<file path="config.mk">
export PLATFORM = sky130hd
export DESIGN_NAME = streamacc_v1_0_flat
export DESIGN_NICKNAME = d
export VERILOG_FILES = /design/src/rtl/streamacc_pkg.sv /design/src/rtl/streamacc_if.sv /design/src/rtl/streamacc_core.sv /design/src/rtl/streamacc_v1_0.sv /design/src/flat_wrapper.sv
export SDC_FILE = /design/constraint.sdc
export NUM_CORES = 1
export LEC_CHECK = 0
export BUFFER_PORTS_ARGS = -buffer_cell sky130_fd_sc_hd__buf_2
export CAP_MARGIN = 20
export CORE_MARGIN = 8
export CORE_UTILIZATION = 35
export DETAILED_ROUTE_END_ITERATION = 10
export GPL_ROUTABILITY_DRIVEN = 0
export GPL_TIMING_DRIVEN = 0
export PLACE_DENSITY_LB_ADDON = 0.2
export SLEW_MARGIN = 15
export SYNTH_ARGS = -nofsm -noshare
export SYNTH_HDL_FRONTEND = slang
export SYNTH_SLANG_ARGS = --single-unit
</file>
<file path="constraint.sdc">
create_clock -name s00_axis_aclk -period 3.75 [get_ports s00_axis_aclk]
set_input_delay 0.75 -clock s00_axis_aclk [delete_from_list [all_inputs] [get_ports s00_axis_aclk]]
set_output_delay 0.75 -clock s00_axis_aclk [all_outputs]
set_load 0.02 [all_outputs]
</file>
<file path="src/rtl/streamacc_pkg.sv">
// streamacc_pkg: shared types, constants and helpers for the stream accumulator.
//   state_t  - top-level FSM states (ACCUM, SEND_SUM, SEND_STAT)
//   SAT_MAX / SAT_MIN - 32-bit signed saturation limits
//   sat32()  - clips a sign-extended accumulator value to 32 bits
//   sat_clips() - reports whether sat32() would clip
package streamacc_pkg;

    typedef enum logic [1:0] {
        ACCUM     = 2'd0,
        SEND_SUM  = 2'd1,
        SEND_STAT = 2'd2
    } state_t;

    localparam logic [31:0] SAT_MAX = 32'h7FFF_FFFF;
    localparam logic [31:0] SAT_MIN = 32'h8000_0000;

    localparam logic signed [63:0] SAT_HI = 64'sd2147483647;
    localparam logic signed [63:0] SAT_LO = -64'sd2147483648;

    // Callers sign-extend the accumulator to 64 bits so one helper covers
    // every legal accumulator width.
    function automatic logic [31:0] sat32(input logic signed [63:0] acc);
        if (acc > SAT_HI) begin
            return SAT_MAX;
        end else if (acc < SAT_LO) begin
            return SAT_MIN;
        end else begin
            return acc[31:0];
        end
    endfunction

    function automatic logic sat_clips(input logic signed [63:0] acc);
        return (acc > SAT_HI) || (acc < SAT_LO);
    endfunction

endpackage

</file>
<file path="src/rtl/streamacc_if.sv">
// streamacc_if: 32-bit AXI4-Stream bundle.
//   tdata/tvalid/tlast flow from master to slave, tready flows back.
//   Handshake: a beat transfers on a rising clock edge where tvalid and
//   tready are both high; once tvalid is raised the master holds tdata,
//   tlast and tvalid stable until that transfer happens.
interface streamacc_if;
    logic [31:0] tdata;
    logic        tvalid;
    logic        tlast;
    logic        tready;

    modport master (output tdata, output tvalid, output tlast, input tready);
    modport slave  (input tdata, input tvalid, input tlast, output tready);
endinterface

</file>
<file path="src/rtl/streamacc_core.sv">
// streamacc_core: accumulator, beat counter and sticky overflow flag.
//   clk, rst_n  - clock, asynchronous active-low reset
//   clr         - return acc/cnt/ovf to zero (end of packet)
//   en          - accumulate din this cycle
//   sat_set     - force ovf (final sum clips when narrowed to 32 bits)
//   din         - 32-bit signed input beat
//   acc_nxt     - value acc takes at the next edge (used for the final sum)
//   cnt, ovf    - current beat count and overflow flag
module streamacc_core
    import streamacc_pkg::*;
#(
    parameter int ACC_W = 48,
    parameter int CNT_W = 31
) (
    input  logic                    clk,
    input  logic                    rst_n,
    input  logic                    clr,
    input  logic                    en,
    input  logic                    sat_set,
    input  logic [31:0]             din,
    output logic signed [ACC_W-1:0] acc_nxt,
    output logic [CNT_W-1:0]        cnt,
    output logic                    ovf
);

    logic signed [ACC_W-1:0] acc;
    logic signed [ACC_W-1:0] din_ext;
    logic signed [ACC_W-1:0] sum;
    logic                    add_ovf;

    assign din_ext = ACC_W'($signed(din));
    assign sum     = acc + din_ext;
    // Signed overflow: operands share a sign that the result does not.
    assign add_ovf = (acc[ACC_W-1] == din_ext[ACC_W-1]) &&
                     (sum[ACC_W-1] != acc[ACC_W-1]);

    // On overflow the accumulator keeps its pre-add value.
    always_comb begin
        acc_nxt = acc;
        if (clr) begin
            acc_nxt = '0;
        end else if (en && !add_ovf) begin
            acc_nxt = sum;
        end
    end

    always_ff @(posedge clk or negedge rst_n) begin
        if (!rst_n) begin
            acc <= '0;
            cnt <= '0;
            ovf <= 1'b0;
        end else begin
            acc <= acc_nxt;
            if (clr) begin
                cnt <= '0;
                ovf <= 1'b0;
            end else begin
                if (en && (cnt != {CNT_W{1'b1}})) begin
                    cnt <= cnt + 1'b1;
                end
                ovf <= ovf | (en & add_ovf) | sat_set;
            end
        end
    end

endmodule

</file>
<file path="src/rtl/streamacc_v1_0.sv">
// streamacc_v1_0: AXI4-Stream packet accumulator.
//   s00_axis_aclk    - clock for both stream sides
//   s00_axis_aresetn - asynchronous active-low reset
//   s00_axis         - slave stream of 32-bit signed products, packets end on tlast
//   m00_axis         - master stream, two words per packet:
//                      saturated sum (tlast=0), then {ovf, cnt[30:0]} (tlast=1)
//   dbg_state        - current FSM state
module streamacc_v1_0
    import streamacc_pkg::*;
#(
    parameter int ACC_W = 48,
    parameter int CNT_W = 31
) (
    input  logic       s00_axis_aclk,
    input  logic       s00_axis_aresetn,
    streamacc_if.slave  s00_axis,
    streamacc_if.master m00_axis,
    output state_t     dbg_state
);

    state_t                  state;
    logic                    s_ready_q;
    logic                    m_valid_q;
    logic                    m_last_q;
    logic [31:0]             m_data_q;

    logic signed [ACC_W-1:0] acc_nxt;
    logic signed [63:0]      acc_wide;
    logic [CNT_W-1:0]        cnt;
    logic                    ovf;
    logic                    beat_ok;
    logic                    final_beat;
    logic                    m_hs;
    logic                    clr;
    logic                    sat_set;

    // s_ready_q is only ever high in ACCUM, so it alone qualifies a beat.
    assign beat_ok    = s_ready_q & s00_axis.tvalid;
    assign final_beat = beat_ok & s00_axis.tlast;
    assign m_hs       = m_valid_q & m00_axis.tready;
    assign clr        = (state == SEND_STAT) & m_hs;
    assign acc_wide   = 64'(acc_nxt);
    assign sat_set    = final_beat & sat_clips(acc_wide);

    streamacc_core #(
        .ACC_W (ACC_W),
        .CNT_W (CNT_W)
    ) u_core (
        .clk     (s00_axis_aclk),
        .rst_n   (s00_axis_aresetn),
        .clr     (clr),
        .en      (beat_ok),
        .sat_set (sat_set),
        .din     (s00_axis.tdata),
        .acc_nxt (acc_nxt),
        .cnt     (cnt),
        .ovf     (ovf)
    );

    always_ff @(posedge s00_axis_aclk or negedge s00_axis_aresetn) begin
        if (!s00_axis_aresetn) begin
            state     <= ACCUM;
            s_ready_q <= 1'b0;
            m_valid_q <= 1'b0;
            m_last_q  <= 1'b0;
            m_data_q  <= '0;
        end else begin
            case (state)
                ACCUM: begin
                    s_ready_q <= 1'b1;
                    if (final_beat) begin
                        // acc_nxt already includes the last beat.
                        state     <= SEND_SUM;
                        s_ready_q <= 1'b0;
                        m_valid_q <= 1'b1;
                        m_last_q  <= 1'b0;
                        m_data_q  <= sat32(acc_wide);
                    end
                end
                SEND_SUM: begin
                    if (m_hs) begin
                        state    <= SEND_STAT;
                        m_last_q <= 1'b1;
                        m_data_q <= {ovf, cnt[30:0]};
                    end
                end
                SEND_STAT: begin
                    if (m_hs) begin
                        state     <= ACCUM;
                        s_ready_q <= 1'b1;
                        m_valid_q <= 1'b0;
                        m_last_q  <= 1'b0;
                        m_data_q  <= '0;
                    end
                end
                default: begin
                    state <= ACCUM;
                end
            endcase
        end
    end

    assign s00_axis.tready = s_ready_q;
    assign m00_axis.tvalid = m_valid_q;
    assign m00_axis.tlast  = m_last_q;
    assign m00_axis.tdata  = m_data_q;
    assign dbg_state       = state;

endmodule

</file>
<file path="src/flat_wrapper.sv">
// flat-port wrapper written by rule: the top's interface ports become plain ports
module streamacc_v1_0_flat import streamacc_pkg::*;
#(
    parameter int ACC_W = 48,
    parameter int CNT_W = 31
)
  (s00_axis_aclk, s00_axis_aresetn, dbg_state, s00_axis_tdata, s00_axis_tvalid, s00_axis_tlast, s00_axis_tready, m00_axis_tdata, m00_axis_tvalid, m00_axis_tlast, m00_axis_tready);
  streamacc_if s00_axis_i ();
  streamacc_if m00_axis_i ();
  input  logic s00_axis_aclk;
  input  logic s00_axis_aresetn;
  output state_t dbg_state;
  input wire logic [$bits(s00_axis_i.tdata)-1:0] s00_axis_tdata;
  input wire logic [$bits(s00_axis_i.tvalid)-1:0] s00_axis_tvalid;
  input wire logic [$bits(s00_axis_i.tlast)-1:0] s00_axis_tlast;
  output wire logic [$bits(s00_axis_i.tready)-1:0] s00_axis_tready;
  output wire logic [$bits(m00_axis_i.tdata)-1:0] m00_axis_tdata;
  output wire logic [$bits(m00_axis_i.tvalid)-1:0] m00_axis_tvalid;
  output wire logic [$bits(m00_axis_i.tlast)-1:0] m00_axis_tlast;
  input wire logic [$bits(m00_axis_i.tready)-1:0] m00_axis_tready;
  assign s00_axis_i.tdata = s00_axis_tdata;
  assign s00_axis_i.tvalid = s00_axis_tvalid;
  assign s00_axis_i.tlast = s00_axis_tlast;
  assign s00_axis_tready = s00_axis_i.tready;
  assign m00_axis_tdata = m00_axis_i.tdata;
  assign m00_axis_tvalid = m00_axis_i.tvalid;
  assign m00_axis_tlast = m00_axis_i.tlast;
  assign m00_axis_i.tready = m00_axis_tready;
  streamacc_v1_0 #(.ACC_W(ACC_W), .CNT_W(CNT_W)) u_core (.s00_axis_aclk(s00_axis_aclk), .s00_axis_aresetn(s00_axis_aresetn), .s00_axis(s00_axis_i), .m00_axis(m00_axis_i), .dbg_state(dbg_state));
endmodule
</file>
; ---- After elaboration in Yosys (flattened, before gate mapping)
; Cells that the tools add are included.
; W data, S select, Z words.
[totals]
reg_bits = 117
out_inout_bits = 37
[op_classes]
add_sub_neg = 2
n_lt_le_gt_ge = 2
n_eq_ne = 8
muxes = 23
n_bitwise = 8
reduce_logical = 13
[op_table]
columns = op, count
row1 = $mux W32, 5
row2 = $mux W48, 2
row3 = $pmux W32 S3, 1
row4 = $mux W31, 2
row5 = $add A48 B32 Y48, 1
row6 = $gt A48 B32 Y1 const B, 1
row7 = $lt A48 B32 Y1 const B, 1
row8 = $add A31 B1 Y31 const B, 1
row9 = $ne A31 B31 Y1 const B, 1
row10 = $and A1 B1 Y1, 6
row11 = $mux W1, 6
row12 = $mux W2, 3
row13 = $ne A2 B1 Y1 const B, 3
row14 = $pmux W2 S3, 1
row15 = $reduce_and A3 Y1, 2
row16 = $pmux W1 S2, 2
row17 = $reduce_and A4 Y1, 1
row18 = $reduce_bool A2 Y1, 2
row19 = $logic_and A1 B1 Y1, 3
row20 = $pmux W1 S3, 1
row21 = $reduce_bool A3 Y1, 1
row22 = $eq A2 B1 Y1 const B, 1
row23 = $eq A2 B2 Y1 const B, 1
row24 = $logic_not A2 Y1, 1
row25 = 6 further kinds, 7

; ---- Logic depth before layout (Yosys ltp)
[depth]
word_depth = 12
ltp_mapped = 16

; ---- Hierarchy
; Synthesis repeated with hierarchy kept, for this count alone.
[unflattened]
cells_unflattened = 1003
area_unflattened_um2 = 8398.1
[modules_own_cells]
columns = module, n_inst, cells_per_inst, area_each_um2, seq_area_each_um2
row1 = streamacc_core, 1, 775, 6316.1, 2001.9
row2 = streamacc_v1_0, 1, 228, 2082.0, 925.9

; ---- Least setup slack after synthesis
; No wires, ideal clock.
[synth_path]
path_type = input -> register
startpoint = input s00_axis_tdata[0]
endpoint = register u_core.m_data_q[22], in the netlist u_core.m00_axis.tdata[22]
arrival_time_ps = 3854
t_required_ps = 3668
path_slack_ps = -186
cell_stages = 16
path_buffers = 1
cell_sequence = ha_1 inv_1 fa_1 nand2b_1 a21oi_2 o211ai_1 a21oi_2 nor2_1 o31ai_1 a211oi_1 o32ai_4 nand2_1 nor4_4 buf_6 o21ai_1 a31oi_1
[synth_via]
elab_chain_cells = 12
word_cells_on_any_way = 13
[synth_rtl]
columns = item, line_no
row1 = "start, declared", flat_wrapper.sv:13  ; input wire logic [$bits(s00_axis_i.tdata)-1:0] s00_axis_tdata;
row2 = $add A48 B32 Y48 *, streamacc_core.sv:32  ; assign sum = acc + din_ext;
row3 = $ne A1 B1 Y1, streamacc_core.sv:35  ; (sum[ACC_W-1] != acc[ACC_W-1]);
row4 = $logic_and A1 B1 Y1, streamacc_core.sv:34  ; assign add_ovf = (acc[ACC_W-1] == din_ext[ACC_W-1]) &&
row5 = $logic_not A1 Y1, streamacc_core.sv:42  ; end else if (en && !add_ovf) begin
row6 = $logic_and A1 B1 Y1, streamacc_core.sv:42
row7 = $mux W48 *, streamacc_core.sv:42
row8 = $mux W48 *, streamacc_core.sv:40  ; if (clr) begin
row9 = via u_core.acc_nxt[32], streamacc_v1_0.sv:27  ; logic signed [ACC_W-1:0] acc_nxt;
row10 = $lt A48 B32 Y1, streamacc_pkg.sv:25  ; end else if (acc < SAT_LO) begin
row11 = $mux W32, streamacc_pkg.sv:25
row12 = $mux W32 *, streamacc_pkg.sv:23  ; if (acc > SAT_HI) begin
row13 = $mux W32 *, streamacc_v1_0.sv:71  ; if (final_beat) begin
row14 = $pmux W32 S3 *, streamacc_v1_0.sv:68  ; case (state)
row15 = "end signal, assigned", streamacc_v1_0.sv:77  ; m_data_q <= sat32(acc_wide);
row16 = "end signal, assigned", streamacc_v1_0.sv:84  ; m_data_q <= {ovf, cnt[30:0]};
row17 = "end, declared", streamacc_v1_0.sv:25  ; logic [31:0] m_data_q;
; Mark *: on every way through the listed nets, which the timed path passes. The rest lies on a longest branch. The select of a mux whose other input is x is not followed.
; A chain may end at the register's enable or synchronous reset.

; ---- Worst setup path after layout
[layout_path]
startpoint = input s00_axis_tdata[31]
endpoint = register u_core.m_data_q[25], in the netlist u_core.m00_axis.tdata[25]
[layout_via]
elab_chain_cells = 12
word_cells_on_any_way = 14
[layout_rtl]
columns = item, line_no
row1 = $add A48 B32 Y48, streamacc_core.sv:32
row2 = $ne A1 B1 Y1, streamacc_core.sv:35
row3 = $logic_and A1 B1 Y1, streamacc_core.sv:34
row4 = $logic_not A1 Y1, streamacc_core.sv:42
row5 = $logic_and A1 B1 Y1, streamacc_core.sv:42
row6 = $mux W48 *, streamacc_core.sv:42
row7 = $mux W48 *, streamacc_core.sv:40
row8 = via u_core.acc_nxt[46], streamacc_v1_0.sv:27
row9 = $lt A48 B32 Y1, streamacc_pkg.sv:25
row10 = $mux W32, streamacc_pkg.sv:25
row11 = $mux W32 *, streamacc_pkg.sv:23
row12 = $mux W32 *, streamacc_v1_0.sv:71
row13 = $pmux W32 S3 *, streamacc_v1_0.sv:68
; Marks and branches as above.

==> run metrics <==
dpl cells 1532; sequential area share after synthesis 32.73%; final setup margin -132.3 ps; Worst R2R Setup Slack -120 ps; FMAX 257.6 MHz; Internal Power 5.785 mW; TritonCTS clock tree yes; port buffer count 73; Placement Setup Slack -1364 ps; CP startpoint kind input port; initial antenna violation count 0; Least-Margin Pin Slew 771.0 ps; synth warn 0; crit path DAT 4160 ps; status finished, violations left; Yosys cell types 83; vias in the first global route 8899; largest area contributor in the netlist dfrtp_1; Tmin final 3882 ps; Leakage 5.152 nW; Final Max Tran Viols 0; PnR Total Power 11.29 mW; Yosys top cell area share 32.73%; Post-synth top flop dfrtp_1; Net Sw Power 5.503 mW; Yosys reg bits 117; fin util 48.54%; FILL cells 2421; Fin Setup TNS -3036 ps; global route overflow 0; DR DRC count 0; main area contributors after synthesis dfrtp_1 (33%), a21oi_1 (7.9%), ha_1 (7.3%); EDFF count, synth 0; drt via density 5.636; die area 30930 µm²; cts bufs inserted 17; CTS max path bufs 2; Clock power frac 14.3%; Hold Slack 251.4 ps; Final setup viols 30; GR Util All Layers 20.04%; Synth Net Count 1218; dpl hpwl 23680 µm; clk sinks 117; fin cells 1636; Syn Area/Cell 7.930 µm²; clk_lat worst skew 410 ps; drt wl/cell 19.72 µm; Post-Route WL 32260 µm; Seq pwr share 19.4%; Critical Path End Type flop; worst endpoint required time 4020 ps; starting density of the core 35.62%; CTS H-tree depth 4; Clock Skews 9.872 ps; Comb power frac 66.2%; die height 175.9 µm; Worst VDD drop 0.0004241 V; Pwr Density 926.2 nW/µm²; first-pass GRT wire length 49120 µm; drt pass-1 iters 5; max-cap viol count 0; Placed Area 9787 µm²; sw frac 48.75%; Area growth, synth to finish 36.24%; WS Path Type in2reg; failing checks negative setup slack; pin count of the biggest net entering global routing 78; crit path max fanout 9; Gate Count Post-Synth 1128; Worst-path clk slew 60 ps; Hold Crit Class in2async; vias after detailed routing 9220; # IOs 74; slew margin rel. 48.21%; Final period util 103.5%; Post-DRT Antenna Nets 0; FP Rows 58; Diodes inserted 0; Starting DRT DRC Count 838; # nets final 1384; Mapped Area 8945 µm²; Finished Cell Area 12190 µm²; Core Box Area 25110 µm²; RSZ-0062 raised after global routing yes; CTS root buffer clkbuf_16; Die W 175.9 µm; Async SR Flop Fraction 100.0%; share of post-route cells with drive strength above 1 30.32%; Hold Violations, Final 0
==> worst max-delay path, stage by stage <==
cell and delay, ps:
buf_16 130, ha_4 240, clkbuf_8 140, buf_4 130
and3_1 200, a32oi_2 340, nand2_2 130, a311o_1 390
o21a_4 240, nand4b_1 170, a21oi_2 90, or4_4 580
o31ai_4 190, buf_6 190, clkbuf_16 170, a31oi_1 80
==> synthesized netlist by cell type (4+ instances only) <==
cell	count
nand2_1	157
a21oi_1	141
nor2_1	126
dfrtp_1	117
ha_1	52
o21ai_0	48
o21ai_1	41
a31oi_1	38
clkbuf_1	35
xor2_1	34
nand4_1	30
nand3_1	26
buf_2	25
xnor2_1	25
inv_1	20
nor3_1	19
a21o_1	13
and3_1	13
o21a_1	13
nor4_1	12
nand2b_1	10
and2_1	9
a211oi_1	8
or3_1	8
buf_6	7
o21bai_1	6
mux2i_1	5
o211ai_1	5
a211o_1	4
a21oi_2	4
nor2b_1	4
==> power groups by stage <==
stage / Combinational (mW) / Clock, mW / Sequential, mW
detailed placement: 5.66 / 0 / 2.17
global placement: 5.64 / 0 / 2.16
global route: 8.07 / 1.70 / 2.23
floorplan: 3.88 / 0 / 2.24
CTS: 6.60 / 1.65 / 2.17
finish: 7.48 / 1.62 / 2.19
==> final timing paths <==
kind,depth (start not counted),from,end
setup / recovery,16,s00_axis_tdata[31],u_core.m00_axis.tdata[25]
setup reg to reg,16,u_core.u_core.acc[25],u_core.m00_axis.tdata[25]
min in group s00_axis_aclk,2,u_core.m00_axis.tlast,u_core.m00_axis.tlast
hold reg to reg,2,u_core.m00_axis.tlast,u_core.m00_axis.tlast
max in group asynchronous,2,s00_axis_aresetn,u_core.u_core.acc[44]
hold / removal,1,s00_axis_aresetn,u_core.m00_axis.tdata[9]
==> state kept, by name, indices dropped and copies added (netlist names) <==
name	flops
u_core.u_core.ovf	1
u_core.u_core.cnt	31
u_core.dbg_state	2
u_core.u_core.acc	48
u_core.s00_axis.tready	1
u_core.m00_axis.tvalid	1
u_core.m00_axis.tlast	1
u_core.m00_axis.tdata	32
==> layout make-up <==
type | instances | area (µm²) | area share [%]
well taps | 330 | 412.9 | 3.388
plain buffers | 67 | 451.7 | 3.706
repair buffers | 151 | 1140 | 9.353
inverters | 20 | 75.07 | 0.6160
clock buffers | 20 | 466.7 | 3.830
clock inverters | 11 | 125.1 | 1.027
multi-input cells | 920 | 6583 | 54.01
flip-flops and latches | 117 | 2933 | 24.07
==> cell families (layout without fill, tap and decap cells) <==
kind of cell               count (synthesis)  in the layout  synth area share (%)
and+or+nand+nor                          433            433                 22.52
AOI/OAI and AO/OA                        368            368                 25.68
DFF                                      117            117                 32.73
buffers and inverters                     91            269                 4.854
xor gates and xnor gates                  59             59                 5.777
adders and majority gates                 53             53                 7.498
muxes                                      7              7                0.9372
==> repair_timing <==
action | 4_1_cts | 5_1_grt
pin swaps | 58 | 57
gates cloned | 3 | 4
setup buffers | 39 | 31
setup endpoints to repair | 70 | 39
hold buffers | 0 | 0
resized for setup | 156 | 104
==> metal layers <==
metal	up-vias	track usage (%)	wire length [µm]	share of wire [%]
met4	0	5.193	681	2.1
met1	4483	27.67	14870	46
li1	4408	-	-	-
met2	277	31.69	14740	46
met5	-	0	0	0
met3	52	3.629	1967	6.1
==> cells in the final DEF, fill, tap and decap left out, drive strengths merged, types with 25 or more instances in the layout <==
| cell | n |
|---|---|
| clkbuf | 60 |
| a21oi | 145 |
| nand2 | 158 |
| dfrtp | 117 |
| o21ai | 92 |
| buf | 178 |
| nand3 | 28 |
| xnor2 | 25 |
| ha | 52 |
| xor2 | 34 |
| nand4 | 31 |
| a31oi | 38 |
| nor2 | 127 |
Power figures use the tool's default switching activity.
